--- config.mk ---
export PLATFORM = sky130hd
export DESIGN_NAME = io_flag_ctrl
export DESIGN_NICKNAME = d
export VERILOG_FILES = /design/src/rtl/io_ctrl_pkg.sv /design/src/rtl/io_out_fifo.sv /design/src/rtl/io_flag_ctrl.sv
export SDC_FILE = /design/constraint.sdc
export NUM_CORES = 1
export LEC_CHECK = 0
export ABC_AREA = 1
export CAP_MARGIN = 20
export CORE_UTILIZATION = 38
export DETAILED_ROUTE_END_ITERATION = 8
export PLACE_DENSITY = 0.8
export RECOVER_POWER = 25
export SLEW_MARGIN = 20
export SYNTH_ARGS = -nofsm -noshare
export SYNTH_HDL_FRONTEND = slang
export SYNTH_HIERARCHICAL = 1
export SYNTH_SLANG_ARGS = --single-unit
export TNS_END_PERCENT = 10
--- constraint.sdc ---
create_clock -name clk -period 2.4 [get_ports clk]
set_clock_uncertainty 0.05 [all_clocks]
set_input_delay 0.36 -clock clk [delete_from_list [all_inputs] [get_ports clk]]
set_output_delay 0.36 -clock clk [all_outputs]
set_load 0.02 [all_outputs]
--- src/rtl/io_ctrl_pkg.sv ---
// rtl/io_ctrl_pkg.sv - shared constants for the I/O flag and interrupt controller
// Purpose: io_bits positions of the six register-I/O instructions, the default
//          character width, and the reset values of the handshake/interrupt flags.
// Ports:   none (package).
package io_ctrl_pkg;

  // Bit positions inside io_bits (IR[11:6])
  localparam int IO_INP = 5;
  localparam int IO_OUT = 4;
  localparam int IO_SKI = 3;
  localparam int IO_SKO = 2;
  localparam int IO_ION = 1;
  localparam int IO_IOF = 0;

  localparam int CW_DEFAULT = 8;

  // Flag values after reset: no input character held, output side idle
  localparam logic FGI_RST = 1'b0;
  localparam logic FGO_RST = 1'b1;
  localparam logic IEN_RST = 1'b0;
  localparam logic R_RST   = 1'b0;

endpackage

--- src/rtl/io_out_fifo.sv ---
// rtl/io_out_fifo.sv - synchronous output character buffer
// Purpose: DEPTH-entry FIFO (DEPTH a power of two, >= 2). A push while full and a
//          pop while empty are ignored; a push and pop in the same cycle both happen.
// Ports:   clk, reset (sync, active-high); push/push_data write side;
//          pop read side; full, empty status; head = oldest entry.
module io_out_fifo #(
  parameter int W     = 8,
  parameter int DEPTH = 4
) (
  input  logic         clk,
  input  logic         reset,
  input  logic         push,
  input  logic [W-1:0] push_data,
  input  logic         pop,
  output logic         full,
  output logic         empty,
  output logic [W-1:0] head
);

  localparam int AW = $clog2(DEPTH);

  logic [W-1:0]  r_mem [DEPTH];
  logic [AW-1:0] r_wptr;
  logic [AW-1:0] r_rptr;
  logic [AW:0]   r_count;
  logic          w_push;
  logic          w_pop;

  assign full   = (r_count == (AW+1)'(DEPTH));
  assign empty  = (r_count == '0);
  assign head   = r_mem[r_rptr];
  assign w_push = push & ~full;
  assign w_pop  = pop & ~empty;

  // Storage is not reset; empty/full gate every use of it.
  always_ff @(posedge clk) begin
    if (w_push) begin
      r_mem[r_wptr] <= push_data;
    end
  end

  // Pointers wrap naturally because DEPTH is a power of two.
  always_ff @(posedge clk) begin
    if (reset) begin
      r_wptr  <= '0;
      r_rptr  <= '0;
      r_count <= '0;
    end else begin
      if (w_push) r_wptr <= r_wptr + 1'b1;
      if (w_pop)  r_rptr <= r_rptr + 1'b1;
      case ({w_push, w_pop})
        2'b10:   r_count <= r_count + 1'b1;
        2'b01:   r_count <= r_count - 1'b1;
        default: r_count <= r_count;
      endcase
    end
  end

endmodule

--- src/rtl/io_flag_ctrl.sv ---
// rtl/io_flag_ctrl.sv - INPR/OUTR, FGI/FGO, IEN and R controller for the basic computer
// Purpose: executes INP/OUT/SKI/SKO/ION/IOF on io_en, runs the byte-wide device
//          handshakes, and raises R at instruction boundaries.
// Config:  IO_OUT_FIFO_EN defined -> OUT writes an io_out_fifo of FIFO_DEPTH entries
//          and fgo means "buffer not full"; undefined -> single OUTR register.
// Ports:   clk, reset (sync, active-high)
//          io_en, io_bits[5:0], ac_lo       : instruction strobe, decoded bits, AC source
//          inpr, ac_ld_inpr, skip           : INPR value, AC-load pulse, PC-skip pulse
//          fgi, fgo, ien, r                 : flag state
//          seq_t012, int_done               : sequence-counter phase, end of interrupt cycle
//          dev_in_valid/data, dev_in_ready  : input device handshake
//          dev_out_valid/data, dev_out_ready: output device handshake
module io_flag_ctrl
  import io_ctrl_pkg::*;
#(
  parameter int CW         = CW_DEFAULT,
  parameter int FIFO_DEPTH = 4
) (
  input  logic          clk,
  input  logic          reset,
  input  logic          io_en,
  input  logic [5:0]    io_bits,
  input  logic [CW-1:0] ac_lo,
  output logic [CW-1:0] inpr,
  output logic          ac_ld_inpr,
  output logic          skip,
  output logic          fgi,
  output logic          fgo,
  output logic          ien,
  output logic          r,
  input  logic          seq_t012,
  input  logic          int_done,
  input  logic          dev_in_valid,
  input  logic [CW-1:0] dev_in_data,
  output logic          dev_in_ready,
  output logic          dev_out_valid,
  output logic [CW-1:0] dev_out_data,
  input  logic          dev_out_ready
);

  logic [CW-1:0] r_inpr;
  logic          r_fgi;
  logic          r_ien;
  logic          r_r;
  logic          r_skip;
  logic          r_ac_ld;
  logic          r_ovr;     // sticky: an OUT was dropped because the output side was busy

  logic w_inp, w_out, w_ski, w_sko, w_ion, w_iof;
  logic w_fgo;
  logic w_out_valid;
  logic w_in_xfer;
  logic w_out_xfer;

  assign w_inp = io_en & io_bits[IO_INP];
  assign w_out = io_en & io_bits[IO_OUT];
  assign w_ski = io_en & io_bits[IO_SKI];
  assign w_sko = io_en & io_bits[IO_SKO];
  assign w_ion = io_en & io_bits[IO_ION];
  assign w_iof = io_en & io_bits[IO_IOF];

  assign w_in_xfer  = dev_in_valid & ~r_fgi;
  assign w_out_xfer = w_out_valid & dev_out_ready;

`ifdef IO_OUT_FIFO_EN
  logic w_full;
  logic w_empty;

  io_out_fifo #(
    .W     (CW),
    .DEPTH (FIFO_DEPTH)
  ) u_out_fifo (
    .clk       (clk),
    .reset     (reset),
    .push      (w_out),
    .push_data (ac_lo),
    .pop       (w_out_xfer),
    .full      (w_full),
    .empty     (w_empty),
    .head      (dev_out_data)
  );

  assign w_fgo       = ~w_full;
  assign w_out_valid = ~w_empty;
`else
  logic [CW-1:0] r_outr;
  logic          r_fgo;

  // A device transfer needs fgo=0 and an accepted OUT needs fgo=1, so the
  // two branches are never both live.
  always_ff @(posedge clk) begin
    if (reset) begin
      r_outr <= '0;
      r_fgo  <= FGO_RST;
    end else if (w_out && r_fgo) begin
      r_outr <= ac_lo;
      r_fgo  <= 1'b0;
    end else if (w_out_xfer) begin
      r_fgo  <= 1'b1;
    end
  end

  assign w_fgo        = r_fgo;
  assign w_out_valid  = ~r_fgo;
  assign dev_out_data = r_outr;
`endif

  always_ff @(posedge clk) begin
    if (reset) begin
      r_inpr  <= '0;
      r_fgi   <= FGI_RST;
      r_ien   <= IEN_RST;
      r_r     <= R_RST;
      r_skip  <= 1'b0;
      r_ac_ld <= 1'b0;
      r_ovr   <= 1'b0;
    end else begin
      r_ac_ld <= w_inp;
      r_skip  <= (w_ski & r_fgi) | (w_sko & w_fgo);

      // An arriving character wins over INP; INP only ever sees fgi=1 in
      // normal use, when no transfer can be in flight.
      if (w_in_xfer) begin
        r_inpr <= dev_in_data;
        r_fgi  <= 1'b1;
      end else if (w_inp) begin
        r_fgi  <= 1'b0;
      end

      if (w_out && !w_fgo) r_ovr <= 1'b1;

      if (int_done || w_iof) r_ien <= 1'b0;
      else if (w_ion)        r_ien <= 1'b1;

      // Uses the flags as they stand before this edge.
      if (int_done)                                  r_r <= 1'b0;
      else if (r_ien && !seq_t012 && (r_fgi || w_fgo)) r_r <= 1'b1;
    end
  end

  assign inpr          = r_inpr;
  assign ac_ld_inpr    = r_ac_ld;
  assign skip          = r_skip;
  assign fgi           = r_fgi;
  assign fgo           = w_fgo;
  assign ien           = r_ien;
  assign r             = r_r;
  assign dev_in_ready  = ~r_fgi;
  assign dev_out_valid = w_out_valid;

endmodule

# == Word level (Yosys, flattened, before mapping) ==
# Index checks and enable logic that the tools add are counted.
# totals
regBits,22
elab_cells,35
out_inout_bits,24
input_bits,29
# op_classes
muxes,4
bitwise,13
n_reduce_logical,10
# op_table
op,count
bitwise AND 1 bit,10
2-to-1 mux 1 bit,4
nonzero test 2 bit,2
OR reduction 2 bit,2
logical AND 1 bit,3
logical OR 1 bit,2
inverter 1 bit,2
zero test 1 bit,1
bitwise OR 1 bit,1

# == Longest topological paths before layout ==
# logic_depth
word_depth,4
depth_mapped,5
mapped_depth_nobuf,5

# == Worst setup path before layout ==
# OpenSTA, ideal clock, no wires.
# synth_path
path_kind,register to register
from,"reg r_fgi, in the netlist fgi"
to,"reg r_inpr[0], in the netlist inpr[0]"
arrival_time_ns,1.043
path_stages_with_launch,6
period_less_slack_ns,1.209
path_slack_ns,1.191
path_buffers,0
setup_ns,0.116
cell_sequence,dfxtp_1 inv_1 nand2_2 inv_1 nor2_1 nor2_1
# synth_between
elab_chain_len,2
# synth_lines
element,line,text
from (decl),io_flag_ctrl.sv:42,logic r_fgi;
from (signal assigned),io_flag_ctrl.sv:111,r_fgi <= FGI_RST;
from (signal assigned),io_flag_ctrl.sv:125,r_fgi <= 1'b1;
from (signal assigned),io_flag_ctrl.sv:127,r_fgi <= 1'b0;
inverter 1 bit,--,
named net dev_in_ready,io_flag_ctrl.sv:35,"output logic dev_in_ready,"
bitwise AND 1 bit,io_flag_ctrl.sv:62,assign w_in_xfer = dev_in_valid & ~r_fgi;
to (signal assigned),io_flag_ctrl.sv:124,r_inpr <= dev_in_data;
to (decl),io_flag_ctrl.sv:41,logic [CW-1:0] r_inpr;
# The timed path passes the listed nets, and every way through them passes these cells.
# A chain may end at the register's enable or synchronous reset.

# == Worst setup path after layout ==
# layout_path
from,"reg r_fgi, in the netlist fgi"
to,out dev_in_ready
# layout_between
elab_chain_len,1
# layout_lines
element,line,text
inverter 1 bit,io_flag_ctrl.sv:148,assign dev_in_ready = ~r_fgi;
to (decl),io_flag_ctrl.sv:35,
# No other way between the ends.

==> qor.txt <==
Sequential fraction of the synthesis area: 0.524
XOR/XNOR Fraction of Synth Area: 0
Initial antenna violation count: 0
Combinational power share: 0.257
# diodes: 0
CTS Root Cell: clkbuf_4
Maximum VDD drop: 0.295 mV
Syn_area_per_cell: 7.38 um^2
Sw power: 209 uW
Area delta synth->final: 64.9%
Clk slew on worst S/H paths: 110 ps
Complex-gate fraction of the synthesized area: 0.0774
Relative slew slack: 0.600
Clock share of power: 0.213
Detail Route Antenna Nets: 0
Mapped Area: 841 um^2
Die W: 49.0 um
Mux share of post-synthesis cell area: 0
Dpl hpwl: 1630 um
Initial Util: 0.416
# setup viols final: 0
Synthesized Nets: 143
Hold path endpoint: r
Number of vias per cell: 4.39
Post-synthesis register bit count: 22
Die ar.: 2400 um^2
PostCTS Resize Cnt: 0
Final nets: 198
Post-CTS Setup Inserts: 0
Reg-to-reg endpoint: dev_out_data[3]
Setup TNS: 0 ps
Skew-Pair Late Insertion Delay: 310 ps
Tightest Pin Transition: 599 ps
Largest family of logic cells by synthesized area: simple AND/OR/NAND/NOR gates
GPL Wtd Cong: 0.712
TritonCTS clock tree: built
Max-slew violations: 0
Part of the cycle the worst path needs: 0.739
H-tree Lvls: 1
First-pass GRT wire length: 3670 um
Commonest non-fill, non-tap cell in the layout: clkdlybuf4s50_1
Flop pwr share: 0.530
Maximum capacitance violations: 0
Simple-gate portion of the synthesized area: 0.312
Hold_sp: r
Max Buffers Root-to-Sink: 2
Hold_buf cts: 0
Kind of critical path: flip-flop to output port
Switch share: 0.274
Status: finished clean
Reg2reg start: fgo
Synth Warn #: 6
Remaining DRCs: 0
Total grt overflow: 0
Non-Filler Instances: 194
Core ar.: 2020 um^2
Arrival time worst endpoint: 1360 ps
WL final: 2080 um
Num CTS Buffers: 3
Total GRT Usage: 0.201
Placed instance count: 191
CP endpoint kind: output port
Critical Path RT: 1990 ps
Post-synthesis adder-cell area fraction: 0
Synth cell types: 15
I/O pin total: 53
Crit start category: flip-flop
Via count: 852
Internal power: 553 uW
Number of global-route vias before repair: 863
Clock Sinks: 22
Hold Path Class: flip-flop to flip-flop
Row cnt: 16
Reg2reg setup slack: 1040 ps
Critical path peak fanout: 4
Iteration-0 DRC count of the detailed router: 2
Die height: 49.0 um
RSZ-0062 raised after global routing: false
Pwr per Cell Area: 550 nW/um^2
Gate Count Post-Synth: 114
Tmin final: 1770 ps
Average wire per standard cell: 10.7 um
Min-Delay Path Depth: 2
Commonest non-fill, non-tap cells in the layout: clkdlybuf4s50_1, nor2_1, dfxtp_1
Share of layout cells above drive strength 1: 0.0419
Leakage: 0.000607 uW
Fmax: 563 MHz
First-pass DRT Iterations: 4
Final hold vios: 0
R2R depth: 4
Port Buffers: 52
Largest net degree at the start of global routing: 18
-- through the flow --
stage	power (uW)	util	setup WS, ps	hold WS [ps]	area (um^2)
global route	809	0.686	522	441	1390
CTS	778	0.693	573	411	1400
floorplan	501	-	1190	379	841
global placement	608	0.682	804	388	1380
finish	762	0.686	625	407	1390
detailed placement	614	0.682	717	393	1380
-- per-layer routing --
layer,up-vias,part of all wire,GRT usage
li1,449,-,-
met1,369,0.40,0.205
met2,29,0.54,0.384
met3,5,0.038,0.0187
met4,0,0.024,0.132
met5,-,0,0
-- critical path: stages, from the launching register on --
cell	delay [ps]
dfxtp_1	350
inv_1	110
clkdlybuf4s50_1	610
-- flip-flops by register name, summed over array words and instances, names as in the netlist --
signal	flops
ac_ld_inpr	1
dev_out_data	8
inpr	8
ien	1
fgo	1
r	1
skip	1
fgi	1
-- cell type report --
cell class	count	area (um^2)
inverter	15	56.3
clock buffer	3	22.5
fill	179	636
timing repair buffer	52	520
sequential	22	440
multi-input combinational	75	313
tap	27	33.8
-- how the worst max path moves through the flow --
stage,start,endpoint,slack (ps),depth (start not counted)
after floorplan,fgi,inpr[0],1190,5
after global placement,reset,inpr[1],800,4
after detailed placement,reset,inpr[7],720,4
after CTS,fgo,fgo,570,1
after global routing,fgi,dev_in_ready,520,2
final,fgi,dev_in_ready,630,2
-- synthesized netlist by cell type --
| library cell | n | area, um^2 |
|---|---|---|
| dfxtp_1 | 22 | 440 |
| nand2_1 | 21 | 78.8 |
| nand3_4 | 1 | 17.5 |
| buf_6 | 1 | 11.3 |
| a21oi_1 | 4 | 20.0 |
| nand3_1 | 2 | 10.0 |
| nor3_1 | 1 | 5.00 |
| nor2_1 | 32 | 120 |
| nor2_2 | 2 | 12.5 |
| or2_2 | 1 | 6.26 |
| buf_2 | 1 | 5.00 |
| inv_1 | 15 | 56.3 |
| o21ai_1 | 1 | 5.00 |
| nand2_2 | 2 | 12.5 |
| o21ai_0 | 8 | 40.0 |
-- cells by family (layout without fill, tap and decap cells) --
family / count (synthesis) / in the layout
simple gates: 62 / 62
flops: 22 / 22
buf+inv: 17 / 70
compound gates: 13 / 13
-- power by group through the flow --
stage	Sequential, uW	Clock (uW)	Combinational, uW
6_report	404	162	196
5_1_grt	408	186	215
4_1_cts	405	173	201
3_5_place_dp	413	0	200
3_3_place_gp	412	0	196
2_1_floorplan	444	0	57.6
(Power assumes the default switching activity.)
